==> config.mk <==
export PLATFORM = sky130hd
export DESIGN_NAME = varredura_teclado
export DESIGN_NICKNAME = d
export VERILOG_FILES = /design/src/rtl/varredura_pkg.sv /design/src/rtl/sincronizador_2ff.sv /design/src/rtl/varredura_teclado.sv
export SDC_FILE = /design/constraint.sdc
export NUM_CORES = 1
export LEC_CHECK = 0
export CAP_MARGIN = 25
export CORE_MARGIN = 5
export CORE_UTILIZATION = 45
export CTS_BUF_LIST = sky130_fd_sc_hd__clkbuf_8 sky130_fd_sc_hd__clkbuf_16
export DETAILED_ROUTE_END_ITERATION = 8
export HOLD_SLACK_MARGIN = 0.12
export SLEW_MARGIN = 20
export SYNTH_ARGS = -nofsm -noshare
export SYNTH_HDL_FRONTEND = slang
export SYNTH_SLANG_ARGS = --single-unit
==> constraint.sdc <==
create_clock -name clock -period 2.2 [get_ports clock]
set_input_delay 0.44 -clock clock [delete_from_list [all_inputs] [get_ports clock]]
set_output_delay 0.44 -clock clock [all_outputs]
set_load 0.01 [all_outputs]
==> src/rtl/varredura_pkg.sv <==
// Shared defaults, width helpers and the lowest-set-index function for the keypad matrix scanner.
package varredura_pkg;

    localparam int N_LIN_PADRAO         = 2;
    localparam int N_COL_PADRAO         = 4;
    localparam int SCAN_DIV_PADRAO      = 1000;
    localparam int DEB_AMOSTRAS_PADRAO  = 3;
    localparam int REPEAT_FRAMES_PADRAO = 50;

    // Widest key vector menor_indice accepts; larger matrices must raise this.
    localparam int MAX_TECLAS = 64;

    function automatic int largura(input int n);
        return (n > 1) ? $clog2(n) : 1;
    endfunction

    localparam int CODIGO_W_PADRAO = largura(N_LIN_PADRAO * N_COL_PADRAO);
    localparam int LINHA_W_PADRAO  = largura(N_LIN_PADRAO);

    function automatic int menor_indice(input logic [MAX_TECLAS-1:0] v);
        int idx;
        idx = 0;
        for (int i = MAX_TECLAS - 1; i >= 0; i--) begin
            if (v[i]) idx = i;
        end
        return idx;
    endfunction

endpackage

==> src/rtl/sincronizador_2ff.sv <==
// Two-flop synchroniser for the asynchronous column returns, with asynchronous active-low clear.
module sincronizador_2ff #(
    parameter int W = 4
) (
    input  logic         i_clk,
    input  logic         i_rst_n,
    input  logic [W-1:0] i_d,
    output logic [W-1:0] o_q
);

    logic [W-1:0] r_meta;
    logic [W-1:0] r_sinc;

    always_ff @(posedge i_clk or negedge i_rst_n) begin
        if (!i_rst_n) begin
            r_meta <= '0;
            r_sinc <= '0;
        end else begin
            r_meta <= i_d;
            r_sinc <= r_meta;
        end
    end

    assign o_q = r_sinc;

endmodule

==> src/rtl/varredura_teclado.sv <==
// Row/column push-button matrix scanner with whole-frame debounce and press events.
// Define VARREDURA_TECLADO_REPETICAO_EN to add auto-repeat pulses for a single held key.
module varredura_teclado
    import varredura_pkg::*;
#(
    parameter int N_LIN         = N_LIN_PADRAO,
    parameter int N_COL         = N_COL_PADRAO,
    parameter int SCAN_DIV      = SCAN_DIV_PADRAO,
    parameter int DEB_AMOSTRAS  = DEB_AMOSTRAS_PADRAO,
    parameter int REPEAT_FRAMES = REPEAT_FRAMES_PADRAO
) (
    input  logic                               clock,
    input  logic                               reset,
    input  logic [N_COL-1:0]                   colunas_in,
    output logic [N_LIN-1:0]                   linhas_scan,
    output logic [N_LIN*N_COL-1:0]             botoes,
    output logic                               pressionado,
    output logic [largura(N_LIN*N_COL)-1:0]    codigo,
    output logic [largura(N_LIN)-1:0]          db_linha
);

    localparam int N_TECLAS = N_LIN * N_COL;
    localparam int CODIGO_W = largura(N_TECLAS);
    localparam int LINHA_W  = largura(N_LIN);
    localparam int DIV_W    = largura(SCAN_DIV);
    localparam int CNT_W    = largura(DEB_AMOSTRAS + 1);

    logic [N_COL-1:0]    w_col_sinc;
    logic [N_COL-1:0]    w_col;
    logic                w_fim_linha;
    logic [DIV_W-1:0]    r_div;
    logic [LINHA_W-1:0]  r_linha;
    logic [N_TECLAS-1:0] r_quadro;
    logic                r_quadro_ok;
    logic [N_TECLAS-1:0] r_anterior;
    logic [CNT_W-1:0]    r_estavel;
    logic [CNT_W-1:0]    w_estavel_prox;
    logic [N_TECLAS-1:0] r_botoes;
    logic [N_TECLAS-1:0] r_botoes_ant;
    logic [N_TECLAS-1:0] w_novos;
    logic                w_rep;
    logic                r_press;
    logic [CODIGO_W-1:0] r_codigo;

    sincronizador_2ff #(
        .W (N_COL)
    ) u_sinc (
        .i_clk   (clock),
        .i_rst_n (reset),
        .i_d     (colunas_in),
        .o_q     (w_col_sinc)
    );

    // Columns are pulled up; a closed contact reads as 0.
    assign w_col       = ~w_col_sinc;
    assign w_fim_linha = (r_div == DIV_W'(SCAN_DIV - 1));

    always_ff @(posedge clock or negedge reset) begin
        if (!reset) begin
            r_div       <= '0;
            r_linha     <= '0;
            r_quadro    <= '0;
            r_quadro_ok <= 1'b0;
        end else begin
            r_quadro_ok <= 1'b0;
            if (w_fim_linha) begin
                r_div <= '0;
                r_quadro[int'(r_linha)*N_COL +: N_COL] <= w_col;
                if (r_linha == LINHA_W'(N_LIN - 1)) begin
                    r_linha     <= '0;
                    r_quadro_ok <= 1'b1;
                end else begin
                    r_linha <= r_linha + LINHA_W'(1);
                end
            end else begin
                r_div <= r_div + DIV_W'(1);
            end
        end
    end

    always_comb begin
        w_estavel_prox = CNT_W'(1);
        if (r_quadro == r_anterior) begin
            if (r_estavel >= CNT_W'(DEB_AMOSTRAS))
                w_estavel_prox = CNT_W'(DEB_AMOSTRAS);
            else
                w_estavel_prox = r_estavel + CNT_W'(1);
        end
    end

    // Whole-frame debounce, evaluated on the cycle after the last row is sampled.
    always_ff @(posedge clock or negedge reset) begin
        if (!reset) begin
            r_estavel  <= '0;
            r_anterior <= '0;
            r_botoes   <= '0;
        end else if (r_quadro_ok) begin
            r_estavel <= w_estavel_prox;
            if (r_quadro != r_anterior)
                r_anterior <= r_quadro;
            if (w_estavel_prox == CNT_W'(DEB_AMOSTRAS))
                r_botoes <= r_quadro;
        end
    end

    assign w_novos = r_botoes & ~r_botoes_ant;

`ifdef VARREDURA_TECLADO_REPETICAO_EN
    localparam int REP_W = largura(REPEAT_FRAMES + 1);

    logic [REP_W-1:0] r_rep;
    logic             w_rep_fim;

    assign w_rep_fim = (r_rep == REP_W'(REPEAT_FRAMES - 1));
    assign w_rep     = r_quadro_ok && w_rep_fim && $onehot(r_botoes) && (r_botoes == r_botoes_ant);

    always_ff @(posedge clock or negedge reset) begin
        if (!reset) begin
            r_rep <= '0;
        end else if ((r_botoes != r_botoes_ant) || !$onehot(r_botoes)) begin
            r_rep <= '0;
        end else if (r_quadro_ok) begin
            r_rep <= w_rep_fim ? '0 : r_rep + REP_W'(1);
        end
    end
`else
    // Keeps REPEAT_FRAMES referenced when auto-repeat is compiled out.
    assign w_rep = 1'b0 & (REPEAT_FRAMES > 0);
`endif

    // Only the lowest new key is reported; other simultaneous presses stay visible in botoes.
    always_ff @(posedge clock or negedge reset) begin
        if (!reset) begin
            r_botoes_ant <= '0;
            r_press      <= 1'b0;
            r_codigo     <= '0;
        end else begin
            r_botoes_ant <= r_botoes;
            r_press      <= (|w_novos) | w_rep;
            if (|w_novos)
                r_codigo <= CODIGO_W'(menor_indice(MAX_TECLAS'(w_novos)));
            else if (w_rep)
                r_codigo <= CODIGO_W'(menor_indice(MAX_TECLAS'(r_botoes)));
        end
    end

    assign linhas_scan = ~(N_LIN'(1) << r_linha);
    assign botoes      = r_botoes;
    assign pressionado = r_press;
    assign codigo      = r_codigo;
    assign db_linha    = r_linha;

endmodule

==> flow_summary_export.csv, run 1 <==
group,metric,value,unit
status,status,"complete, no violations",
timing,setup_viol,0,
timing,period_share,0.850,
finish,final_common_cell,"dfrtp_1",
placement,portBuffers,20,
pwr,internal-power,1720,µW
global_routing,overflow,0,
die,die-height,81.4,µm
finish,area_delta_synth_final,22.6,%
global_routing,grt.total_usage,0.135,
global_routing,antenna_found_initial,0,
synthesis,synthXorXnorAreaFrac,0.0534,
synthesis,synth_seq_cells,58,
clock_tree,clkTransAtPathRegs,0.06,ns
finish,nNetsFinal,214,
timing,skew,0.00763,ns
worst_setup_path,crit_path_max_fanout,4,
finish,fin_area,2810,µm²
die,core,5040,µm²
pwr,p_comb_frac,0.015,
route,ant_nets,0,
route,avgViaCountPerCell,4.88,
pwr,clkPwrFrac,0.477,
finish,mostFrequentLayoutCells,"dfrtp_1, clkdlybuf4s50_1, mux2_2",
global_routing,grt_pass1_wl,6490,µm
die,die_x,81.4,µm
placement,place_area,2590,µm²
finish,diodes,0,
route,num_vias,1375,
min_path,hold_path.class,"reg -> reg",
pwr,vdd_drop_max,0.557,mV
die,start_util,0.455,
finish,fin_util,0.558,
finish,fillers,431,
timing,worst_slew_pin_slew,0.552,ns
global_routing,grt_max_degree,59,
clock_tree,clock_sinks,58,
worst_setup_path,start_kind,"flop",
synthesis,syn-mean-instance-area,13.1,µm²
timing,setup_slack,0.329,ns
timing,hold_viol,0,
timing,max_freq,0.535,GHz
synthesis,synth_mux_area_frac,0.0959,
timing,slew_viol_final,0,
synthesis,async_flop_share,1.00,
die,ioPinCount,21,
pwr,p_leak,0.00130,µW
clock_tree,cts-root-buf,"clkbuf_8",
pwr,sw_frac_of_total,0.188,
clock_tree,cts_tree,"built",
pwr,p_per_area,755,nW/µm²
synthesis,synth_compound_area_frac,0.0561,
pwr,p_sw,400,µW
clock_tree,h-tree-depth,3,
synthesis,synth_nets,182,
clock_tree,clock_path_buffers,2,
route,dr.first_iter.drc_count,48,
die,dieArea,6630,µm²
die,row_count,26,
route,drc_errors,0,
synthesis,synthCells,175,
worst_setup_path,cp.arrival,1.43,ns
clock_tree,hold_buffers,1,
worst_setup_path,cp_data_required_time,1.76,ns
timing,rsz0062_at_grt,"false",
finish,drive_above_1_share,0.226,
route,wl_per_cell,13.4,µm
synthesis,synth-simple-area-share,0.134,
synthesis,synth_enable_flop_cells,0,
global_routing,grt_pass1_vias,1395,
synthesis,ys_seq_area_frac,0.632,
pwr,power,2120,µW
clock_tree,insertion_delay,0.33,ns
placement,place.gp.congestion,0.770,
placement,dp_hpwl,2670,µm
worst_setup_path,worst-setup-path-type,"reg -> out",
clock_tree,post_cts_buffers,0,
timing,fin_crit,1.87,ns
route,dr.pass1.iters,4,
worst_setup_path,crit_path_end_kind,"output pin",
synthesis,synth_top_family_by_area,"simple AND/OR/NAND/NOR gates",
route,routed_wl,3790,µm
job,maxCapViolCount,0,
synthesis,ys_warn_count,0,
placement,place_ws,0.338,ns
clock_tree,cts_made_buffers,9,
synthesis,synth_ff_type,"dfrtp_1",
synthesis,netlist_area,2300,µm²
timing,tns,0,ns
pwr,p_seq_frac,0.507,
timing,relSlewSlack,0.630,
clock_tree,cts-resized-gates,0,
synthesis,netlist-cell-type-count,32,
synthesis,synth-adder-area-share,0.00545,
[logic make-up (layout without fill, tap and decap cells)]
kind of cell             Yosys count  in the layout
adder cells (fa/ha/maj)            1              1
multiplexers                      20             20
buffers and inverters             11             48
flip-flops                        58             58
XOR/XNOR                          14             14
AND/OR/NAND/NOR                   53             53
AO/OA/AOI/OAI                     18             18
[cell type report]
type / count / area (µm²) / area share
Clock buffer: 13 / 179 / 0.0636
Clock inverter: 3 / 37.5 / 0.0133
Inverter: 9 / 33.8 / 0.0120
Multi-Input combinational cell: 106 / 792 / 0.281
Sequential cell: 58 / 1450 / 0.516
Tap cell: 70 / 87.6 / 0.0311
Timing Repair Buffer: 23 / 233 / 0.0827
[through the flow]
| step | hold WS [ns] | std cells |
|---|---|---|
| after floorplan | 0.144 | 175 |
| after global placement | 0.333 | 265 |
| after detailed placement | 0.335 | 265 |
| after CTS | 0.348 | 282 |
| after global routing | 0.356 | 282 |
| final | 0.347 | 282 |
[worst paths after layout]
path / startpoint / endpoint / slack [ns] / cells past startpoint
worst max-delay path: db_linha$_DFFE_PN0N_ / linhas_scan[1] / 0.33 / 2
worst min-delay path: u_sinc.r_meta[1]$_DFF_PN0_ / u_sinc.o_q[1]$_DFF_PN0_ / 0.35 / 0
worst max register to register: r_div[0]$_DFF_PN0_ / r_quadro[4]$_DFFE_PN0P_ / 0.33 / 5
worst min register to register: u_sinc.r_meta[1]$_DFF_PN0_ / u_sinc.o_q[1]$_DFF_PN0_ / 0.35 / 0
max in group asynchronous: reset / r_anterior[3]$_DFFE_PN0P_ / 1.29 / 3
min in group asynchronous: reset / r_div[4]$_DFF_PN0_ / 0.65 / 3
[state kept, by name, summed over array words and instances (netlist names), 3 cells and up]
register	count
codigo	3
botoes	8
r_anterior	8
r_botoes_ant	8
u_sinc.r_meta	4
r_quadro	8
r_div	10
u_sinc.o_q	4
[power groups by stage]
stage | Combinational [µW] | Clock [µW] | Sequential [µW]
floorplan | 0.162 | 0 | 1100
global placement | 32.7 | 0 | 1100
detailed placement | 33.2 | 0 | 1100
CTS | 34.5 | 1040 | 1080
global route | 38.5 | 1090 | 1080
finish | 32.6 | 1010 | 1080
[metal layers]
layer	track usage	vias up	share of wire
met1	0.172	684	0.45
met4	0.0659	0	0.017
met2	0.208	29	0.48
met5	0	-	0
met3	0.0461	6	0.051
li1	-	656	-
[cells in the mapped netlist, types with 3 or more instances]
master    instances  area, µm²
dfrtp_1          58       1450
mux2_2           16        180
xnor2_1          12        105
nor2_1           11       41.3
inv_1             9       33.8
nand2_1           8       30.0
nand2b_1          8       50.1
nand3_1           5       25.0
o21ai_2           5       43.8
mux2i_1           4       40.0
nand2_2           4       25.0
nand4_1           4       25.0
o21ai_0           4       20.0
nor2b_1           3       18.8
[critical path, stage by stage, from the launching register on]
cell and delay (ns):
dfrtp_1 0.43, inv_1 0.13, clkdlybuf4s50_1 0.55
Note: power is estimated with default switching activity, not from simulation.
==> run 2, diff against run 1 <==
--- a/config.mk
+++ b/config.mk
@@ -11,7 +11,6 @@
 export CTS_BUF_LIST = sky130_fd_sc_hd__clkbuf_8 sky130_fd_sc_hd__clkbuf_16
 export DETAILED_ROUTE_END_ITERATION = 8
 export HOLD_SLACK_MARGIN = 0.12
-export SLEW_MARGIN = 20
 export SYNTH_ARGS = -nofsm -noshare
 export SYNTH_HDL_FRONTEND = slang
 export SYNTH_SLANG_ARGS = --single-unit
==> results of run 2 <==
The final DEF is identical to that of run 1; final timing and power are the same.
